$ cat src/rtl/dyn_pkg.sv
// Shared types and constants for the dynamic-network receive port.
package dyn_pkg;

    localparam int DYN_DATA_W  = 64;
    localparam int DYN_LEN_LSB = 22;
    localparam int DYN_LEN_W   = 8;

    typedef logic [DYN_DATA_W-1:0] dyn_flit_t;

    typedef enum logic {
        HDR  = 1'b0,
        BODY = 1'b1
    } dyn_frame_e;

    // Number of body flits announced by a header flit.
    function automatic logic [DYN_LEN_W-1:0] dyn_hdr_len(input dyn_flit_t flit);
        return flit[DYN_LEN_LSB +: DYN_LEN_W];
    endfunction

endpackage

$ cat src/rtl/dyn_rx_fifo.sv
// First-word-fall-through flit buffer with occupancy count and overflow detection.
module dyn_rx_fifo
    import dyn_pkg::*;
#(
    parameter int DATA_W = DYN_DATA_W,
    parameter int DEPTH  = 4
) (
    input  logic                   clk,
    input  logic                   rst_n,
    input  logic                   wr_en,
    input  logic [DATA_W-1:0]      wr_data,
    input  logic                   rd_en,
    output logic [DATA_W-1:0]      rd_data,
    output logic                   valid,
    output logic [$clog2(DEPTH):0] count,
    output logic                   deq,
    output logic                   overflow_err
);

    localparam int PTR_W = $clog2(DEPTH);
    localparam int CNT_W = PTR_W + 1;

    logic [DATA_W-1:0] mem [DEPTH];

    logic [PTR_W-1:0] wr_ptr_q, wr_ptr_d;
    logic [PTR_W-1:0] rd_ptr_q, rd_ptr_d;
    logic [CNT_W-1:0] count_q, count_d;
    logic             ovf_q, ovf_d;
    logic             full, enq;

    assign valid        = (count_q != '0);
    assign full         = (count_q == CNT_W'(DEPTH));
    assign deq          = valid && rd_en;
    // A full buffer still accepts a flit when a slot frees in the same cycle.
    assign enq          = wr_en && (!full || deq);
    assign rd_data      = mem[rd_ptr_q];
    assign count        = count_q;
    assign overflow_err = ovf_q;

    always_comb begin
        wr_ptr_d = wr_ptr_q;
        rd_ptr_d = rd_ptr_q;
        count_d  = count_q;
        ovf_d    = ovf_q;
        if (enq) wr_ptr_d = wr_ptr_q + 1'b1;
        if (deq) rd_ptr_d = rd_ptr_q + 1'b1;
        case ({enq, deq})
            2'b10:   count_d = count_q + 1'b1;
            2'b01:   count_d = count_q - 1'b1;
            default: count_d = count_q;
        endcase
        if (wr_en && !enq) ovf_d = 1'b1;
    end

    always_ff @(posedge clk) begin
        if (!rst_n) begin
            wr_ptr_q <= '0;
            rd_ptr_q <= '0;
            count_q  <= '0;
            ovf_q    <= 1'b0;
        end else begin
            wr_ptr_q <= wr_ptr_d;
            rd_ptr_q <= rd_ptr_d;
            count_q  <= count_d;
            ovf_q    <= ovf_d;
        end
    end

    // Storage holds data only; validity is tracked by the pointers and count.
    always_ff @(posedge clk) begin
        if (enq) mem[wr_ptr_q] <= wr_data;
    end

endmodule

$ cat src/rtl/dyn_rx_credit_port.sv
// Receive endpoint of one dynamic-network channel: buffering, credit return
// and packet framing (start/end of packet) on the dequeue side.
module dyn_rx_credit_port
    import dyn_pkg::*;
#(
    parameter int DATA_W  = DYN_DATA_W,
    parameter int DEPTH   = 4,
    parameter int LEN_LSB = DYN_LEN_LSB,
    parameter int LEN_W   = DYN_LEN_W
) (
    input  logic                   clk,
    input  logic                   rst_n,
    input  logic [DATA_W-1:0]      data_in,
    input  logic                   valid_in,
    output logic                   yummy_out,
    output logic [DATA_W-1:0]      data_out,
    output logic                   valid_out,
    input  logic                   ready_in,
    output logic                   sop_out,
    output logic                   eop_out,
    output logic [$clog2(DEPTH):0] count_out,
    output logic                   overflow_err
);

    logic             deq;
    logic             yummy_q, yummy_d;
    dyn_frame_e       state_q, state_d;
    logic [LEN_W-1:0] rem_q, rem_d;
    logic [LEN_W-1:0] hdr_len;
    logic             eop_raw;

    dyn_rx_fifo #(
        .DATA_W (DATA_W),
        .DEPTH  (DEPTH)
    ) u_fifo (
        .clk          (clk),
        .rst_n        (rst_n),
        .wr_en        (valid_in),
        .wr_data      (data_in),
        .rd_en        (ready_in),
        .rd_data      (data_out),
        .valid        (valid_out),
        .count        (count_out),
        .deq          (deq),
        .overflow_err (overflow_err)
    );

    assign hdr_len   = data_out[LEN_LSB +: LEN_W];
    assign yummy_out = yummy_q;
    // Head flit is undefined while empty, so keep eop low rather than echo it.
    assign eop_out   = valid_out && eop_raw;

    always_comb begin
        state_d = state_q;
        rem_d   = rem_q;
        sop_out = 1'b0;
        eop_raw = 1'b0;
        yummy_d = deq;
        case (state_q)
            HDR: begin
                sop_out = 1'b1;
                eop_raw = (hdr_len == '0);
                if (deq && (hdr_len != '0)) begin
                    rem_d   = hdr_len;
                    state_d = BODY;
                end
            end
            BODY: begin
                eop_raw = (rem_q == LEN_W'(1));
                if (deq) begin
                    rem_d = rem_q - 1'b1;
                    if (rem_q == LEN_W'(1)) state_d = HDR;
                end
            end
            default: state_d = HDR;
        endcase
    end

    always_ff @(posedge clk) begin
        if (!rst_n) begin
            state_q <= HDR;
            rem_q   <= '0;
            yummy_q <= 1'b0;
        end else begin
            state_q <= state_d;
            rem_q   <= rem_d;
            yummy_q <= yummy_d;
        end
    end

endmodule

$ cat config.mk
export PLATFORM = sky130hd
export DESIGN_NAME = dyn_rx_credit_port
export DESIGN_NICKNAME = d
export VERILOG_FILES = /design/src/rtl/dyn_pkg.sv /design/src/rtl/dyn_rx_fifo.sv /design/src/rtl/dyn_rx_credit_port.sv
export SDC_FILE = /design/constraint.sdc
export NUM_CORES = 1
export LEC_CHECK = 0
export BUFFER_PORTS_ARGS = -buffer_cell sky130_fd_sc_hd__buf_2
export CAP_MARGIN = 10
export CORE_MARGIN = 2
export CORE_UTILIZATION = 30
export DETAILED_ROUTE_END_ITERATION = 10
export HOLD_SLACK_MARGIN = 0.06
export PLACE_DENSITY = 0.48
export RECOVER_POWER = 100
export SETUP_SLACK_MARGIN = 0.15
export SLEW_MARGIN = 25
export SYNTH_ARGS = -nofsm -noshare
export SYNTH_HDL_FRONTEND = slang
export SYNTH_SLANG_ARGS = --single-unit
export TNS_END_PERCENT = 50
$ cat constraint.sdc
create_clock -name clk -period 7.25 [get_ports clk]
set_clock_uncertainty 0.05 [all_clocks]
set_input_delay 0.725 -clock clk [delete_from_list [all_inputs] [get_ports clk]]
set_output_delay 0.725 -clock clk [all_outputs]
set_load 0.05 [all_outputs]
==> flow_summary_export.csv <==
group,metric,value,unit
sta,fin_crit_sh,0.683,
worst_setup_path,reg2reg_to,"u_fifo.mem[0][21]",
global_route,gr-usage-all-layers,0.120,
power_and_ir_drop,ir_worst_vdd,0.246,mV
yosys,syn_nets,545,
drt,wire_per_inst,19.4,µm
worst_setup_path,worst_setup_path_start_kind,"flop",
min_path,hold_path.class,"input port to flop",
drt,drt_pass1_iterations,4,
layout,diodes,0,
sta,max_slew.worst_pin.slew,2.21,ns
drt,drt-met1-wl,8700,µm
min_path,hold-path-cell-count,1,
worst_setup_path,worstSetupPathType,"flop to output pin",
sta,relSlewSlack,-0.473,
worst_setup_path,timing.rr.start,"u_fifo.count[0]",
drt,ant_nets,0,
die,dieArea,36000,µm²
drt,vias_per_cell,4.62,
layout,final_area,12500,µm²
drt,dr_wl_met3,1780,µm
worst_setup_path,endpoint,"eop_out",
yosys,synth_edf_count,256,
cts,numCtsBuffers,31,
cts,htreeDepth,1,
global_route,overflow,0,
layout,fin_util,0.364,
layout,drive_above_1_share,0.194,
sta,hold_ws,0.358,ns
placement,place.gp.congestion,0.787,
layout,layout_common_cells,"edfxtp_1, clkbuf_1, mux4_2, clkbuf_16, dfxtp_1",
drt,highest_layer,"met5",
global_route,grt_pass1_wl,32900,µm
cts,post_cts_buffers,0,
placement,placed_cell_area,11700,µm²
die,initial_core_util,0.302,
die,die_w,190,µm
drt,wl_met2,10600,µm
power_and_ir_drop,leakagePower,0.00383,µW
worst_setup_path,cp_max_fo,31,
yosys,syn_area,10400,µm²
global_route,grt_max_degree,65,
yosys,synth_seq_cells,276,
cts,clk_pin_slew,0.06,ns
cts,worstSkewPairLatency,0.56,ns
sta,max_freq,0.202,GHz
sta,min_period,4.95,ns
sta,rsz0062_at_grt,"no",
cts,ctsHoldBuffers,0,
global_route,antenna_found_initial,3,
drt,drtIter0Drc,266,
sta,drv_slew,190,
yosys,postSynthAreaPerCell,22.0,µm²
die,placementRows,68,
cts,max-clock-path-buffers,3,
die,pin_count,140,
sta,setup_violations,0,
outcome,violations,"max-capacitance violations, max-slew violations",
worst_setup_path,ff2ff_path_depth,5,
yosys,synth_cell_types,43,
sta,tns,0,ns
placement,dp_hpwl,13400,µm
run,drv_cap,9,
yosys,ys_seq_area_frac,0.781,
die,coreArea,34300,µm²
sta,hold_violations,0,
cts,clock-sinks,276,
drt,routed_wl,21600,µm
cts,cts-resized-gates,0,
cts,cts_root_buf,"clkbuf_16",
drt,num_vias,5136,
worst_setup_path,required,6.47,ns
layout,final_common_cell,"edfxtp_1",
global_route,grt_pass1_vias,5651,
drt,drc,0,
yosys,synth_flop_cell,"edfxtp_1",
cts,cts_tree,"yes",
layout,area_growth,20.6,%
worst_setup_path,crit_path_end_kind,"output pin",
power_and_ir_drop,cellPowerDensity,417,nW/µm²
yosys,async_reset_ff_frac,0,
die,dieHeight,190,µm
placement,portBuffers,139,
yosys,synthCells,470,
worst_setup_path,cp.arrival,4.17,ns
yosys,synth_warnings,0,
min_path,holdCritStartpoint,"data_in[0]",
worst_setup_path,r2r_slack,2.94,ns
layout,fin_nets,706,
outcome,status,"finished, violations left",
power breakdown:
part	internal [µW]	switching (µW)	total [µW]
Sequential	1920	135	2060
Clock	904	613	1520
Combinational	475	1160	1640
Total	3300	1910	5210
area by class of cell:
type                            instances  area (µm²)
Sequential cell                       276        8090
Clock buffer                           37         808
Fill cell                            3222       21800
Tap cell                              455         569
Clock inverter                         21         204
Multi-Input combinational cell        165        2130
Inverter                                9        33.8
Timing Repair Buffer                  148         646
sequential cells by signal, indices dropped and copies added, names as in the netlist, named ones only:
| register | cells |
|---|---|
| u_fifo.wr_ptr_q | 2 |
| yummy_out | 1 |
| u_fifo.count | 3 |
| state_q | 1 |
| u_fifo.rd_ptr_q | 2 |
| u_fifo.overflow_err | 1 |
| rem_q | 8 |
| u_fifo.mem | 256 |
cell families after synthesis:
group,Yosys count,share of synthesized area
mux,66,0.141
xor+xnor,5,0.00423
buf+inv,29,0.0118
compound gates,36,0.0260
simple gates,51,0.0262
fa+ha+maj,7,0.00919
flops,276,0.781
how the worst min path moves through the flow:
| stage | to | slack [ns] |
|---|---|---|
| floorplan | rem_q[7] | 0.42 |
| global placement | u_fifo.overflow_err | 0.40 |
| detailed placement | u_fifo.overflow_err | 0.41 |
| CTS | u_fifo.mem[2][15] | 0.28 |
| global route | u_fifo.mem[0][30] | 0.34 |
| finish | u_fifo.mem[3][0] | 0.36 |
metal layers:
layer  global-route usage  vias up
li1                     -     2284
met1                0.143     2641
met2                0.205      162
met3               0.0474       43
met4               0.0283        6
met5                    0        -
synth_stat cells, drive strengths merged, types with 4 or more instances:
library cell,n,area (µm²)
dfxtp,20,400
ha,6,75.1
edfxtp,256,7690
clkbuf,10,37.5
buf,10,51.3
a31oi,4,31.3
nor2,18,67.6
mux4,64,1440
nand2,15,56.3
o31ai,4,30.0
o21ai,4,20.0
inv,9,33.8
a21oi,8,40.0
and2,6,37.5
metrics by stage:
stage,instances,setup WS (ns),total power (µW)
6_report,1111,2.30,5210
5_1_grt,1111,1.71,5460
4_1_cts,1110,3.14,5350
3_5_place_dp,1052,3.74,3810
3_3_place_gp,1045,3.78,3760
2_1_floorplan,470,4.01,3380
critical path, stage by stage, from the launching register on:
cell and delay (ns):
dfxtp_1 1.78, mux4_2 0.73, nor4_4 0.37, nand2_1 0.17, o21ai_1 0.15, and2_1 0.13
buf_2 0.25
No activity file was read; power rests on OpenSTA's default activity.
